==> config.mk <==
export PLATFORM = sky130hd
export DESIGN_NAME = psum_skew_tx
export DESIGN_NICKNAME = d
export VERILOG_FILES = /design/src/rtl/psum_skew_tx.sv
export SDC_FILE = /design/constraint.sdc
export NUM_CORES = 2
export LEC_CHECK = 0
export BUFFER_PORTS_ARGS = -buffer_cell sky130_fd_sc_hd__buf_4
export CAP_MARGIN = 20
export CORE_MARGIN = 3
export CORE_UTILIZATION = 55
export DETAILED_ROUTE_END_ITERATION = 16
export GPL_TIMING_DRIVEN = 0
export PLACE_DENSITY_LB_ADDON = 0.25
export SETUP_SLACK_MARGIN = 0.02
export SYNTH_ARGS = -nofsm -noshare
export SYNTH_HDL_FRONTEND = slang
export SYNTH_SLANG_ARGS = --single-unit
==> constraint.sdc <==
create_clock -name clk -period 2.4 [get_ports clk]
set_input_delay 0.24 -clock clk [delete_from_list [all_inputs] [get_ports clk]]
set_output_delay 0.24 -clock clk [all_outputs]
set_load 0.01 [all_outputs]
==> src/rtl/psum_skew_tx.sv <==
// psum_skew_tx: transmit end of the systolic-array to accumulator psum path.
// Takes aligned psum rows on a valid/ready handshake and re-emits each row as
// a diagonal staircase: lane PE_SIZE-1 first, lane 0 PE_SIZE-1 cycles later.
// Rows are framed into tiles of TILE_ROWS. After each tile, input is held off
// while the staircase drains and then for a fixed inter-tile gap.
//
// Build option: PSUM_SKEW_ZERO_FILL_EN
//   defined   - a lane's data output reads 0 whenever its enable is low
//   undefined - a lane's data output keeps whatever was last shifted in,
//               including the contents of bubble cycles
//
// state  | meaning
// -------+-------------------------------------------------------------
// IDLE   | waiting for the first row of a tile, ready high
// STREAM | accepting rows of the current tile, ready high
// DRAIN  | last row accepted, staircase emptying (PE_SIZE cycles)
// GAP    | inter-tile idle period (GAP_CYCLES cycles), ready low
module psum_skew_tx #(
    parameter int PE_SIZE    = 14,
    parameter int PSUM_WIDTH = 32,
    parameter int TILE_ROWS  = 70,
    parameter int GAP_CYCLES = 5,
    parameter int TILE_NUM   = 20
) (
    input  logic                          clk,
    input  logic                          rst_n,
    input  logic                          psum_valid_i,
    output logic                          psum_ready_o,
    input  logic [PSUM_WIDTH*PE_SIZE-1:0] psum_row_i,
    output logic [PE_SIZE-1:0]            psum_en_row_o,
    output logic [PSUM_WIDTH*PE_SIZE-1:0] psum_row_o,
    output logic                          tile_done_o,
    output logic                          last_tile_o,
    output logic                          busy_o
);

    localparam int ROW_W  = $clog2(TILE_ROWS + 1);
    localparam int TILE_W = $clog2(TILE_NUM + 1);
    localparam int PH_MAX = (PE_SIZE > GAP_CYCLES) ? PE_SIZE : GAP_CYCLES;
    localparam int PH_W   = $clog2(PH_MAX + 1);

    typedef enum logic [1:0] {
        S_IDLE,
        S_STREAM,
        S_DRAIN,
        S_GAP
    } state_t;

    state_t            state_q, state_d;
    logic [ROW_W-1:0]  row_cnt_q, row_cnt_d;
    logic [TILE_W-1:0] tile_cnt_q, tile_cnt_d;
    logic [PH_W-1:0]   phase_cnt_q, phase_cnt_d;
    logic              ready_q, ready_d;
    logic              tile_done_q, tile_done_d;
    logic              last_tile_q, last_tile_d;

    logic              accept;
    logic [PE_SIZE-1:0] lane_busy;

    assign accept = psum_valid_i & ready_q;

    // Next-state logic: row framing, drain/gap down-counter, tile counter and
    // the registered handshake/status outputs derived from the next state.
    always_comb begin
        state_d     = state_q;
        row_cnt_d   = row_cnt_q;
        phase_cnt_d = phase_cnt_q;
        tile_cnt_d  = tile_cnt_q;

        unique case (state_q)
            S_IDLE: begin
                if (accept) begin
                    if (TILE_ROWS == 1) begin
                        state_d     = S_DRAIN;
                        row_cnt_d   = '0;
                        phase_cnt_d = PH_W'(PE_SIZE - 1);
                    end else begin
                        state_d   = S_STREAM;
                        row_cnt_d = ROW_W'(1);
                    end
                end
            end
            S_STREAM: begin
                if (accept) begin
                    if (row_cnt_q == ROW_W'(TILE_ROWS - 1)) begin
                        state_d     = S_DRAIN;
                        row_cnt_d   = '0;
                        phase_cnt_d = PH_W'(PE_SIZE - 1);
                    end else begin
                        row_cnt_d = row_cnt_q + ROW_W'(1);
                    end
                end
            end
            S_DRAIN: begin
                if (phase_cnt_q == '0) begin
                    if (GAP_CYCLES == 0) begin
                        state_d = S_IDLE;
                    end else begin
                        state_d     = S_GAP;
                        phase_cnt_d = PH_W'(GAP_CYCLES - 1);
                    end
                end else begin
                    phase_cnt_d = phase_cnt_q - PH_W'(1);
                end
            end
            S_GAP: begin
                if (phase_cnt_q == '0) begin
                    state_d = S_IDLE;
                end else begin
                    phase_cnt_d = phase_cnt_q - PH_W'(1);
                end
            end
            default: state_d = S_IDLE;
        endcase

        // The pulse cycle still belongs to the finishing tile, so the count
        // advances on the edge that ends the pulse.
        if (tile_done_q) begin
            tile_cnt_d = (tile_cnt_q == TILE_W'(TILE_NUM - 1)) ? '0 : tile_cnt_q + TILE_W'(1);
        end

        ready_d     = (state_d == S_IDLE) || (state_d == S_STREAM);
        // Last DRAIN cycle is exactly when lane 0 carries the tile's last row.
        tile_done_d = (state_d == S_DRAIN) && (phase_cnt_d == '0);
        last_tile_d = (tile_cnt_d == TILE_W'(TILE_NUM - 1));
    end

    // Controller state and registered outputs.
    always_ff @(posedge clk) begin
        if (rst_n) begin
            state_q     <= S_IDLE;
            row_cnt_q   <= '0;
            tile_cnt_q  <= '0;
            phase_cnt_q <= '0;
            ready_q     <= 1'b1;
            tile_done_q <= 1'b0;
            last_tile_q <= 1'b0;
        end else begin
            state_q     <= state_d;
            row_cnt_q   <= row_cnt_d;
            tile_cnt_q  <= tile_cnt_d;
            phase_cnt_q <= phase_cnt_d;
            ready_q     <= ready_d;
            tile_done_q <= tile_done_d;
            last_tile_q <= last_tile_d;
        end
    end

    // Per-lane skew lines. Lane i is PE_SIZE-i stages deep; stage 0 loads
    // every cycle, with en marking whether that cycle carried an accepted row.
    for (genvar i = 0; i < PE_SIZE; i++) begin : g_lane
        localparam int D = PE_SIZE - i;

        logic [D-1:0]                 en_sr_q, en_sr_d;
        logic [D-1:0][PSUM_WIDTH-1:0] dat_sr_q, dat_sr_d;

        if (D == 1) begin : g_d1
            // Single-stage lane loads directly from the input.
            always_comb begin
                en_sr_d  = accept;
                dat_sr_d = psum_row_i[i*PSUM_WIDTH +: PSUM_WIDTH];
            end
        end else begin : g_dn
            // Shift toward the output stage (index D-1).
            always_comb begin
                en_sr_d  = {en_sr_q[D-2:0], accept};
                dat_sr_d = {dat_sr_q[D-2:0], psum_row_i[i*PSUM_WIDTH +: PSUM_WIDTH]};
            end
        end

        // Lane shift register; reset drops everything in flight.
        always_ff @(posedge clk) begin
            if (rst_n) begin
                en_sr_q  <= '0;
                dat_sr_q <= '0;
            end else begin
                en_sr_q  <= en_sr_d;
                dat_sr_q <= dat_sr_d;
            end
        end

        assign psum_en_row_o[i] = en_sr_q[D-1];
`ifdef PSUM_SKEW_ZERO_FILL_EN
        assign psum_row_o[i*PSUM_WIDTH +: PSUM_WIDTH] = en_sr_q[D-1] ? dat_sr_q[D-1] : '0;
`else
        assign psum_row_o[i*PSUM_WIDTH +: PSUM_WIDTH] = dat_sr_q[D-1];
`endif
        assign lane_busy[i] = |en_sr_q;
    end

    assign psum_ready_o = ready_q;
    assign tile_done_o  = tile_done_q;
    assign last_tile_o  = last_tile_q;
    assign busy_o       = (state_q != S_IDLE) || (|lane_busy);

endmodule

==> key figures <==
Logic synthesis
  • #FFs+latches synth: 3395
  • Mapped Cells: 7252
  • Post-synthesis sequential area ratio: 74.5%
  • Post-synthesis net count: 7708
  • Post-Syn Area: 91200 sq um
  • Number of flops mapped to enable cells by yosys: 0
  • Asr flop ratio synth: 0%
  • Area share of fa/ha/maj cells after synthesis: 0.0686%
  • Post-Synth Simple-Gate Area: 23.5%
  • Fraction of synthesized area in multiplexers: 0.0329%
  • Largest family of logic cells by synthesized area: simple AND/OR/NAND/NOR gates
  • Synth Warn #: 0
  • Ys flop type: dfxtp_1
  • Synth Area in XOR/XNOR: 0.0864%
  • Syn Area/Cell: 12.6 sq um
  • Synth unique cells: 40
  • Compound-Gate Fraction of Synth Area: 0.166%

Floorplan
  • Core region area: 164000 sq um
  • Die Y: 413 um
  • Io pins: 917
  • Die footprint: 171000 sq um
  • Initial core utilization: 55.7%
  • Num rows: 148
  • Die Span X: 413 um

Drt
  • Via count: 49430
  • Routed WL: 189 mm
  • Pre-antenna DRT Iters: 4
  • DR DRC count: 0
  • Routed Antenna Nets: 0
  • DR WL/cell: 16.6 um
  • Routed vias/inst: 4.35
  • DRT iter0 DRCs: 1996

GRT
  • GRT Total Usage: 21.9%
  • Initial antenna violation count: 56
  • Number of global-route vias before repair: 49549
  • Total congestion overflow: 0
  • First-pass GRT wire length: 281 mm
  • Largest net degree at the start of global routing: 17

Min path
  • Critical hold path startpoint: psum_row_i[116]
  • Hold Crit Class: in2reg

Run status
  • Status: complete, no violations

Clocking
  • Clock Path Buffers: 4
  • Clock sinks: 3395
  • H-Tree Depth: 5
  • CTS tree: done
  • CTS Buf Count: 325
  • Post-CTS setup repair buffer count: 0
  • Clk pin slew, worst setup/hold paths: 0.07 ns
  • Root Driver: clkbuf_16
  • Worst skew pair latency: 0.91 ns

Worst setup path
  • CP required: 2.16 ns
  • Reg-to-reg startpoint: phase_cnt_q[0]
  • Worst Setup End Kind: primary output
  • Max Fanout on Critical Path: 3
  • CP startpoint kind: register
  • CP arrival: 2.01 ns
  • Crit path from: g_lane[0].en_sr_q[0]
  • Worst setup path class: reg2out

Placement
  • Dpl hpwl: 135 mm
  • Number of I/O port buffers: 915
  • Placer's final routability congestion estimate: 0.925
  • Dpl cell area: 101000 sq um
  • Worst slack, placed: -0.444 ns

Cells and area
  • Fill cell count: 11269
  • Syn-to-layout area delta: 27.0%
  • Most common cell after layout, fill and taps aside: dfxtp_1
  • Commonest cells after routing, fill and taps aside: 3394 x dfxtp_1, 3376 x nor2b_1, 916 x buf_4, 455 x dlygate4sd3_1, 435 x clkbuf_1
  • Layout cell share with drive strength beyond 1: 15.5%
  • Final Net Count: 9405
  • Final Cell Area: 116000 sq um

Timing
  • Fin. Hold Viols: 0
  • Final WS setup: 0.148 ns
  • Slew HR: 25.2%
  • Slew @ Worst Pin: 1.12 ns
  • Fin crit share: 93.8%
  • RSZ-0062 raised after global routing: false
  • Period minus WS final: 2.25 ns
  • Fin. max-slew vios: 0
  • Fmax: 444 MHz
  • Final setup fails: 0
  • Fin Clk Skew: 0.0509 ns

Power and ir drop
  • Static leakage: 47.6 nW
  • VDD IR max: 0.807 mV
  • Power Density: 952 nW/um^2

Run
  • Max Cap Viol: 0
==> final timing paths <==
| check | endpoint | slack, ns | depth (start not counted) |
|---|---|---|---|
| worst max-delay path | busy_o | 0.15 | 3 |
| worst min-delay path | g_lane[3].dat_sr_d[52] | 0.08 | 3 |
| worst max register to register | tile_done_o | 0.31 | 8 |
| worst min register to register | g_lane[3].dat_sr_d[289] | 0.39 | 1 |
==> synthesized netlist by cell type, types with 3 or more instances <==
cell / n / area (sq um)
nand2_1: 8 / 30.0
nor2_1: 15 / 56.3
dfxtp_1: 3395 / 68000
ha_1: 5 / 62.6
nand4_1: 6 / 37.5
nor3b_1: 3 / 22.5
nor4_1: 4 / 25.0
nand3_1: 4 / 20.0
clkbuf_1: 369 / 1390
inv_1: 5 / 18.8
o21ai_0: 5 / 25.0
xor2_1: 7 / 61.3
buf_2: 10 / 50.1
mux2i_1: 3 / 30.0
nor2b_1: 3376 / 21100
a21oi_1: 9 / 45.0
==> final cells by class <==
type	count	area, sq um	area share (%)
antenna	23	57.6	0.0497
buffer	380	1450	1.25
clock buffer	474	9580	8.27
clock inverter	81	856	0.739
inverter	5	18.8	0.0162
multi-input combinational	3471	21800	18.8
sequential	3395	68000	58.7
tap	2175	2720	2.35
timing repair buffer	1371	11400	9.87
==> registers in the layout (all words and copies together), names as in the netlist <==
signal           count
g_lane.dat_sr_q     32
state_q              2
psum_ready_o         1
phase_cnt_q          4
tile_done_o          1
g_lane.dat_sr_d   2912
row_cnt_q            7
psum_row_o         416
last_tile_o          1
g_lane.en_sr_q      14
tile_cnt_q           5
==> metal layers <==
layer | GRT usage (%) | vias up | wire [um]
met5 | 0 | - | 66
met4 | 8.11 | 10 | 6240
met3 | 4.99 | 366 | 9930
met2 | 38.1 | 1048 | 93200
met1 | 26.5 | 22756 | 79500
li1 | - | 25250 | -
==> through the flow <==
stage | hold WS, ns | util, % | std cells | power [W] | setup TNS, ns
2_1_floorplan | 0.368 | - | 7252 | 0.0603 | 0
3_3_place_gp | 0.414 | 61.6 | 10342 | 0.0617 | -253.96
3_5_place_dp | 0.420 | 61.6 | 10343 | 0.0618 | -21.64
4_1_cts | 0.00230 | 70.7 | 11352 | 0.111 | 0
5_1_grt | 0.0379 | 70.8 | 11362 | 0.114 | 0
6_report | 0.0816 | 70.8 | 11375 | 0.110 | 0
==> report_power, final <==
part / switching, W / leakage, nW / total (W) / internal [W]
combinational: 0.00178 / 14.9 / 0.00355 / 0.00177
clock: 0.0199 / 5.15 / 0.0491 / 0.0292
sequential: 0.000252 / 27.6 / 0.0577 / 0.0574
total: 0.0219 / 47.6 / 0.110 / 0.0884
==> repair_timing <==
action	CTS	global route
pin swaps	0	0
hold endpoints to repair	452	0
hold buffers	455	0
endpoints found under the setup margin	1	1
resized for setup	2	1
==> cells by family (layout without fill, tap and decap cells) <==
kind of cell	count (synthesis)	in the layout
AND/OR/NAND/NOR	3430	3430
flip-flops	3395	3395
buffers and inverters	386	2311
AO/OA/AOI/OAI	24	24
XOR/XNOR	9	9
adder cells (fa/ha/maj)	5	5
multiplexers	3	3
other	0	23
==> worst max-delay path, cell delays in order (launching register included) <==
cell and delay, ns:
dfxtp_1 0.38, nor4_1 0.38, nand4_1 0.18, buf_4 0.18
No activity file was read; power rests on OpenSTA's default activity.
